$ cat config.mk
export PLATFORM = sky130hd
export DESIGN_NAME = arbiter_rr
export DESIGN_NICKNAME = d
export VERILOG_FILES = /design/src/rtl/arbiter_pkg.sv /design/src/rtl/arb_id_fifo.sv /design/src/rtl/arbiter_rr.sv
export SDC_FILE = /design/constraint.sdc
export NUM_CORES = 1
export LEC_CHECK = 0
export CAP_MARGIN = 10
export CORE_MARGIN = 2
export CORE_UTILIZATION = 43
export DETAILED_ROUTE_END_ITERATION = 10
export GPL_ROUTABILITY_DRIVEN = 0
export GPL_TIMING_DRIVEN = 0
export PLACE_DENSITY = 0.95
export SLEW_MARGIN = 20
export SYNTH_ARGS = -nofsm -noshare
export SYNTH_HDL_FRONTEND = slang
export SYNTH_SLANG_ARGS = --single-unit
$ cat constraint.sdc
create_clock -name clkSYS -period 8.1 [get_ports clkSYS]
set_clock_uncertainty 0.05 [all_clocks]
set_input_delay 2.43 -clock clkSYS [delete_from_list [all_inputs] [get_ports clkSYS]]
set_output_delay 2.43 -clock clkSYS [all_outputs]
set_load 0.01 [all_outputs]
$ cat src/rtl/arbiter_pkg.sv
// Shared types and helpers for the round-robin memory-port arbiter.
// Masters are indexed from 0; the pick helper handles up to MAX_N masters.
package arbiter_pkg;

  localparam int MAX_N = 8;
  localparam int IDX_W = 3;

  typedef enum logic {
    IDLE = 1'b0,
    BUSY = 1'b1
  } state_e;

  // Result of a round-robin pick: whether anyone was eligible, and who.
  typedef struct packed {
    logic             vld;
    logic [IDX_W-1:0] id;
  } grant_t;

  function automatic int id_w(input int n);
    return (n > 1) ? $clog2(n) : 1;
  endfunction

  // Rotate so ptr sits at bit 0, take the lowest set bit, map back to a master index.
  function automatic grant_t rr_pick(input logic [MAX_N-1:0] elig,
                                     input logic [IDX_W-1:0] ptr,
                                     input int               n);
    logic [MAX_N-1:0] rot;
    grant_t           g;
    int               j;
    rot = '0;
    g   = '0;
    for (int k = 0; k < MAX_N; k++) begin
      j = int'(ptr) + k;
      if (j >= n) j = j - n;
      if (k < n) rot[k] = elig[j[IDX_W-1:0]];
    end
    for (int k = MAX_N - 1; k >= 0; k--) begin
      if (rot[k]) begin
        j = int'(ptr) + k;
        if (j >= n) j = j - n;
        g.vld = 1'b1;
        g.id  = j[IDX_W-1:0];
      end
    end
    return g;
  endfunction

endpackage

$ cat src/rtl/arb_id_fifo.sv
// In-order queue of master ids for outstanding reads; data at the head is visible combinationally.
// Push is dropped when full unless a pop happens in the same cycle; pop on empty is ignored.
module arb_id_fifo #(
  parameter int DEPTH = 4,
  parameter int W     = 2
) (
  input  logic         clkSYS,
  input  logic         n_reset,
  input  logic         push,
  input  logic [W-1:0] push_dat,
  input  logic         pop,
  output logic [W-1:0] pop_dat,
  output logic         full,
  output logic         empty
);

  localparam int PW = $clog2(DEPTH);
  localparam int CW = $clog2(DEPTH) + 1;

  logic [W-1:0]  mem [DEPTH];
  logic [PW-1:0] wp, rp;
  logic [CW-1:0] count;
  logic          do_push, do_pop;

  assign full    = (count == CW'(DEPTH));
  assign empty   = (count == '0);
  assign do_pop  = pop && !empty;
  assign do_push = push && (!full || do_pop);
  assign pop_dat = mem[rp];

  always_ff @(posedge clkSYS or negedge n_reset) begin
    if (!n_reset) begin
      wp    <= '0;
      rp    <= '0;
      count <= '0;
    end else begin
      if (do_push) wp <= wp + 1'b1;
      if (do_pop)  rp <= rp + 1'b1;
      count <= count + CW'(do_push) - CW'(do_pop);
    end
  end

  always_ff @(posedge clkSYS) begin
    if (do_push) mem[wp] <= push_dat;
  end

endmodule

$ cat src/rtl/arbiter_rr.sv
// Round-robin arbiter of N masters onto one memory port; grant 1 cycle after req, ack same cycle as mem_ack.
// Read data returns 1 cycle after mem_rvalid; reads stall while the id queue is full, writes never do.
module arbiter_rr
  import arbiter_pkg::*;
#(
  parameter int N     = 4,
  parameter int AN    = 24,
  parameter int DN    = 16,
  parameter int DEPTH = 4
) (
  input  logic            clkSYS,
  input  logic            n_reset,
  input  logic [N-1:0]    req,
  output logic [N-1:0]    ack,
  input  logic [N*AN-1:0] addr,
  input  logic [N*DN-1:0] data,
  input  logic [N-1:0]    wr,
  output logic [DN-1:0]   rdata,
  output logic [N-1:0]    rvalid,
  output logic            mem_req,
  input  logic            mem_ack,
  output logic [AN-1:0]   mem_addr,
  output logic [DN-1:0]   mem_data,
  output logic            mem_wr,
  input  logic [DN-1:0]   mem_rdata,
  input  logic            mem_rvalid,
  output logic            err
);

  localparam int IW = id_w(N);

  state_e          state_q, state_d;
  logic [IW-1:0]   g_q, last_q, ptr, fifo_head;
  logic [N-1:0]    elig;
  grant_t          pick;
  logic            fifo_full, fifo_empty, push, pop, done;

  assign pop  = mem_rvalid && !fifo_empty;
  assign done = (state_q == BUSY) && mem_ack;
  assign push = done && !mem_wr;
  assign ptr  = (last_q == IW'(N - 1)) ? '0 : last_q + 1'b1;

  // A read may only be granted if its id will have a slot once this cycle's pop lands.
  always_comb begin
    elig = '0;
    for (int i = 0; i < N; i++) elig[i] = req[i] && (wr[i] || !fifo_full || pop);
  end

  assign pick = rr_pick(MAX_N'(elig), IDX_W'(ptr), N);

  always_ff @(posedge clkSYS or negedge n_reset) begin
    if (!n_reset) state_q <= IDLE;
    else          state_q <= state_d;
  end

  always_comb begin
    state_d = state_q;
    case (state_q)
      IDLE:    if (pick.vld) state_d = BUSY;
      BUSY:    if (mem_ack)  state_d = IDLE;
      default: state_d = IDLE;
    endcase
  end

  always_comb begin
    ack = '0;
    if (done) ack[g_q] = 1'b1;
  end

  always_ff @(posedge clkSYS or negedge n_reset) begin
    if (!n_reset) begin
      g_q      <= '0;
      last_q   <= IW'(N - 1);
      mem_req  <= 1'b0;
      mem_addr <= '0;
      mem_data <= '0;
      mem_wr   <= 1'b0;
      rvalid   <= '0;
      rdata    <= '0;
      err      <= 1'b0;
    end else begin
      if (state_q == IDLE && pick.vld) begin
        g_q      <= IW'(pick.id);
        mem_req  <= 1'b1;
        mem_addr <= addr[pick.id*AN +: AN];
        mem_data <= data[pick.id*DN +: DN];
        mem_wr   <= wr[pick.id];
      end
      if (done) begin
        mem_req <= 1'b0;
        last_q  <= g_q;
      end
      rvalid <= '0;
      if (pop) begin
        rvalid[fifo_head] <= 1'b1;
        rdata             <= mem_rdata;
      end
      if (mem_rvalid && fifo_empty) err <= 1'b1;
    end
  end

  arb_id_fifo #(
    .DEPTH (DEPTH),
    .W     (IW)
  ) u_id_fifo (
    .clkSYS   (clkSYS),
    .n_reset  (n_reset),
    .push     (push),
    .push_dat (g_q),
    .pop      (pop),
    .pop_dat  (fifo_head),
    .full     (fifo_full),
    .empty    (fifo_empty)
  );

endmodule
==> results.toml, run 1 <==
[synthesis]
synth_area_leaders = "dfrtp_1 (38%), mux2i_1 (17%), nand2_1 (8.0%)"
synth_top_area_cell = "dfrtp_1"
ys_types = 56
yosysSeqAreaShare_pct = 44.1
synthesis.nets = 656
yosys_warnings = 0
synth-edff-count = 8
async_flop_share_pct = 90.4
yosysTopAreaCellShare_pct = 38.0
syn_area_um2 = 4810
netlist_instances = 456
ys_ff_latch = 83
post_synth.cell_area_avg_um2 = 10.5
synth_ff_type = "dfrtp_1"

[placement]
post-dp-hpwl_mm = 13.6
port_buffers = 254
placedCellCount = 851

[worst_setup_path]
critPathKind = "primary input to output pin"
start_kind = "primary input"
cp_max_fo = 7
critPathCaptureType = "output pin"
cp.arrival_ns = 3.96
crit_required_ns = 5.62

[final_layout]
nNetsFinal = 922
layout.cells.non_filler = 867
syn_to_final_growth_pct = 60.9
layout-drive-gt1-share_pct = 5.78
fillCellCount = 775
n_antenna_cell = 0

[clock_tree]
cts-root-buf = "clkbuf_8"
cts_resized = 0
h-tree-depth = 3
cts.clk_slew.worst_paths_ns = 0.09
postCtsSetupRepairBufs = 0
cts_buffers = 9
clock_latency_ns = 0.35
cts_sinks = 83
cts_hold_buf = 0
clk_path_buf_depth = 2
cts_tree = "built"

[floorplanning]
core_area_um2 = 10900
fp.dieArea_um2 = 12000
num_rows = 38
start_util_pct = 44.1
io-pin-count = 255
die_w_um = 110
die_y_um = 110

[routing]
ant_nets = 0
first_pass_iters = 5
drtIter0Drc = 390
num_vias = 4900
drcViolationCount = 0
wl_mm = 16.8
via_per_inst = 5.65
post_drt_wl_per_cell_um = 19.4

[global_route]
grt_start_max_net_pins = 39
met3_usage_pct = 4.74
overflow = 0
antenna_found_initial = 0
grt_usage_pct = 27.3
grt_pass1_vias = 4997
met1_usage_pct = 32.0
use_met2_pct = 48.4
busiest_layer = "met2"
grt_first_pass_wirelength_mm = 25.1

[timing]
finalMaxSlewViolations = 0
worst_pin_slew_ns = 0.849
relSlewSlack_pct = 43.0
fin_tns_setup_ns = 0
finalCriticalPeriod_ns = 6.44
fmaxAchievable_mhz = 155
hold_viol_final = 0
setup_viol = 0
rsz0062_at_grt = "no"
fin_crit_sh_pct = 79.5

[run]
max_cap_viol_count = 0

[worst_hold_path]
hp-class = "flip-flop to flip-flop"

[power_and_ir_drop]
p_per_area_nw_per_um2 = 420
worst_ir_drop_vdd_mv = 0.310
p_leak_nw = 3.34

[run_status]
status = "finished, final reports clean"
==> state kept, by name, summed over array words and instances (netlist names) <==
register and flops:
err 1, u_id_fifo.wp 2, u_id_fifo.count 3, mem_addr 24, g_q 2, u_id_fifo.rp 2, state_q 1, mem_data 16
rvalid 4, last_q 2, mem_req 1, u_id_fifo.mem 8, mem_wr 1, rdata 16
==> final cells by class <==
class	instances	area (um^2)	share of cell area [%]
buffer	30	180	2.33
timing repair buffer	255	2560	33.1
clock buffer	10	128	1.65
inverter	14	52.6	0.680
multi-input combinational	329	2450	31.7
sequential	83	2120	27.4
clock inverter	6	65.1	0.841
tap	140	175	2.27
==> cells by family (layout without fill, tap and decap cells) <==
logic type	after synthesis	in the layout	synth area share [%]
xor+xnor	5	5	0.911
simple gates	142	142	12.6
buf+inv	44	315	4.84
flops	83	83	44.1
fa+ha+maj	12	12	3.28
mux	89	89	19.9
compound gates	81	81	14.3
==> cells in the final DEF, fill, tap and decap left out, drive strengths merged, types with 2 or more instances in the layout <==
cell type	synthesis	layout
clkdlybuf4s50	0	253
nand2	102	102
mux2i	83	83
dfrtp	73	73
o221ai	40	40
clkbuf	17	27
inv	14	15
buf	13	15
nor2	11	11
ha	11	11
o21ai	9	9
edfxtp	8	8
nor3	7	7
mux4	5	5
xnor2	5	5
nand2b	4	4
and2	4	4
nand3	3	3
o21a	3	3
o211ai	3	3
a31oi	3	3
a211oi	3	3
clkinv	0	3
nor3b	2	2
o2111ai	2	2
o31a	2	2
a21oi	2	2
dfstp	2	2
or2	2	2
==> through the flow <==
step           area (um^2)  total power, mW  util (%)  worst slack [ns]  hold slack (ns)
6_report              7730             3.25      71.0              1.66            0.436
5_1_grt               7730             3.45      71.0              1.62            0.445
4_1_cts               7730             3.26      71.0              1.69            0.436
2_1_floorplan         4810             2.16         -              2.81            0.423
3_5_place_dp          7540             2.95      69.3              1.70            0.418
3_3_place_gp          7520             2.86      69.1              1.82            0.390
==> critical path, cell delays in order <==
cell and delay, ns:
clkdlybuf4s50_1 0.52, nand2_1 0.17, nor3_1 0.26, clkdlybuf4s50_1 0.59
==> metal layers <==
layer  routed length, um  vias up  share of wire, %
met5                   0        -                 0
met4                 715        0               4.3
met3                1330       63               7.9
met2                8740      304                52
met1                6020     2328                36
li1                    -     2205                 -
==> worst paths after layout <==
| check | startpoint | to | slack, ns | cells after the start |
|---|---|---|---|---|
| min in group asynchronous | n_reset | rdata[15] | 1.98 | 1 |
| max | mem_ack | ack[2] | 1.66 | 4 |
| min reg2reg | rdata[4] | rdata[4] | 0.44 | 2 |
| min | rdata[4] | rdata[4] | 0.44 | 2 |
| max in group asynchronous | n_reset | mem_data[13] | 5.44 | 2 |
| max reg2reg | last_q[0] | mem_addr[8] | 4.12 | 10 |
==> Yosys cell counts (2+ instances only) <==
master / count
buf_6: 8
mux4_2: 5
nand3_1: 3
nor3b_1: 2
o211ai_1: 3
o2111ai_1: 2
o31a_1: 2
nor2_1: 11
clkbuf_1: 17
edfxtp_1: 8
xnor2_1: 5
dfstp_2: 2
nand2_1: 102
o21ai_1: 3
nand2b_1: 4
buf_2: 3
o221ai_1: 40
a21oi_1: 2
a31oi_1: 3
a211oi_2: 2
inv_1: 14
nor3_1: 7
dfrtp_1: 73
o21ai_0: 6
o21a_1: 3
and2_1: 4
ha_1: 11
mux2i_1: 83
==> power breakdown <==
group	switching [mW]	internal [mW]	leakage, nW
sequential	0.130	0.616	0.988
clock	0.155	0.143	0.0966
combinational	1.14	1.07	2.25
No activity file was read; power rests on OpenSTA's default activity.
==> inputs of run 2 (changes only) <==
--- a/config.mk
+++ b/config.mk
@@ -7,11 +7,11 @@
 export LEC_CHECK = 0
 export CAP_MARGIN = 10
 export CORE_MARGIN = 2
-export CORE_UTILIZATION = 43
+export CORE_UTILIZATION = 36
 export DETAILED_ROUTE_END_ITERATION = 10
 export GPL_ROUTABILITY_DRIVEN = 0
 export GPL_TIMING_DRIVEN = 0
-export PLACE_DENSITY = 0.95
+export PLACE_DENSITY = 0.86
 export SLEW_MARGIN = 20
 export SYNTH_ARGS = -nofsm -noshare
 export SYNTH_HDL_FRONTEND = slang
==> constraint.sdc (replaced) <==
create_clock -name clkSYS -period 5.5 [get_ports clkSYS]
set_clock_uncertainty 0.05 [all_clocks]
set_input_delay 1.65 -clock clkSYS [delete_from_list [all_inputs] [get_ports clkSYS]]
set_output_delay 1.65 -clock clkSYS [all_outputs]
set_load 0.01 [all_outputs]
==> run 2 against run 1 <==
  * Global-route usage is 4.7 points lower
  * Worst hold slack got worse by 0.028 ns
  * Critical path depth unchanged
  * Via count down 2.7%
  * First-iteration DRC count down 23%
  * Setup slack lost 0.89 ns
  * Sequential share of layout area fell by 0.68 points
  * Largest cell class unchanged
==> results.toml, run 2 (synthesis gave the netlist of run 1 again) <==
[global_route]
antenna_found_initial = 0
grt_first_pass_wirelength_mm = 25.3
overflow = 0
grt_start_max_net_pins = 42
grt_usage_pct = 22.6
grt_pass1_vias = 5056

[worst_setup_path]
critical_path_buf_inv_count = 2
reg2reg_from = "last_q[0]"
slowest_delay_ns = 0.56
critPathCaptureType = "output pin"
cp_max_fo = 7
reg2reg_depth = 10
cpMostUsedCell = "clkdlybuf4s50_1"
critPathTopFamily = "buffers and inverters"
worst-r2r-setup-slack_ns = 1.51
critPathKind = "primary input to output pin"
crit_slowest_cell = "clkdlybuf4s50_1"
start_kind = "primary input"
r2r_end = "mem_addr[8]"
path_cells = "clkdlybuf4s50_1 -> nand2_1 -> nor3_1 -> clkdlybuf4s50_1"
crit_required_ns = 3.80
cp.arrival_ns = 3.03

[floorplanning]
die_w_um = 120
core_area_um2 = 13100
start_util_pct = 36.6
fp.dieArea_um2 = 14300
die_y_um = 120
io-pin-count = 255
num_rows = 42

[placement]
placedCellCount = 887
post-dp-hpwl_mm = 13.0
port_buffers = 254

[power_and_ir_drop]
power.total_mw = 5.01
p_per_area_nw_per_um2 = 632
worst_ir_drop_vdd_mv = 0.366
p_leak_nw = 3.41

[timing]
fin_tns_setup_ns = 0
relSlewSlack_pct = 46.7
fmaxAchievable_mhz = 211
rsz0062_at_grt = "no"
fin_crit_sh_pct = 86.0
hold_viol_final = 0
finalCriticalPeriod_ns = 4.73
finalMaxSlewViolations = 0
worst_pin_slew_ns = 0.793
setup_viol = 0

[routing]
via_per_inst = 5.28
drcViolationCount = 0
drtIter0Drc = 300
num_vias = 4769
wl_mm = 16.0
post_drt_wl_per_cell_um = 17.7
first_pass_iters = 5
ant_nets = 0

[final_layout]
mostFrequentLayoutCell = "clkdlybuf4s50_1"
n_antenna_cell = 0
regMostFlops = "mem_addr"
layout.cells.non_filler = 903
layout-drive-gt1-share_pct = 5.64
seqCellArea_um2 = 2120
largest_reg_flops = 24
syn_to_final_growth_pct = 65.0
largest_registers = "mem_addr (24), mem_data (16), rdata (16)"
fillCellCount = 1044
nNetsFinal = 922
final_cell_mix = "clkdlybuf4s50_1 (253), nand2_1 (102), mux2i_1 (83)"
multi_input_area_um2 = 2450

[clock_tree]
cts_sinks = 83
cts.clk_slew.worst_paths_ns = 0.05
cts_tree = "built"
clock_latency_ns = 0.34
postCtsSetupRepairBufs = 0
h-tree-depth = 3
cts-root-buf = "clkbuf_16"
cts_buffers = 9
cts_resized = 0
clk_path_buf_depth = 2
cts_hold_buf = 0

[run_status]
status = "finished, final reports clean"

[worst_hold_path]
hold_depth = 1
hp-class = "flip-flop to flip-flop"
hold_path_end = "err"
min_from = "err"

[run]
max_cap_viol_count = 0
run 2: layer usage:
layer  track usage, %  part of all wire [%]
met5                0                     0
met4             10.5                   3.6
met3             3.90                   6.3
met2             40.9                    52
met1             26.0                    39
run 2: area by class of cell:
| type | count | area share (%) |
|---|---|---|
| plain buffers | 30 | 2.27 |
| clock buffers | 12 | 3.11 |
| clock inverters | 4 | 1.25 |
| inverters | 14 | 0.663 |
| multi-input cells | 329 | 30.9 |
| flip-flops and latches | 83 | 26.7 |
| well taps | 176 | 2.78 |
| repair buffers | 255 | 32.3 |
run 2: report_power, final:
part | switching [mW] | total (mW) | internal (mW)
registers | 0.185 | 1.09 | 0.909
logic | 1.64 | 3.22 | 1.57
clock network | 0.240 | 0.697 | 0.457
run 2: worst max-delay path by stage:
stage | start | endpoint | slack [ns] | depth (start not counted)
floorplan | mem_rvalid | mem_addr[0] | 1.61 | 10
global placement | n_reset | mem_addr[4] | 0.31 | 1
detailed placement | mem_rvalid | mem_addr[8] | 0.47 | 10
CTS | mem_ack | ack[2] | 0.76 | 4
global route | mem_rvalid | mem_addr[14] | 0.45 | 10
finish | mem_ack | ack[2] | 0.77 | 4
run 2: through the flow:
step | worst slack, ns | util, % | hold WS, ns | instance area, um^2
final | 0.767 | 60.4 | 0.408 | 7930
after global routing | 0.451 | 60.4 | 0.448 | 7930
after CTS | 0.763 | 60.4 | 0.415 | 7930
after detailed placement | 0.469 | 57.7 | 0.404 | 7590
after global placement | 0.305 | 57.6 | 0.394 | 7570
after floorplan | 1.61 | - | 0.423 | 4810
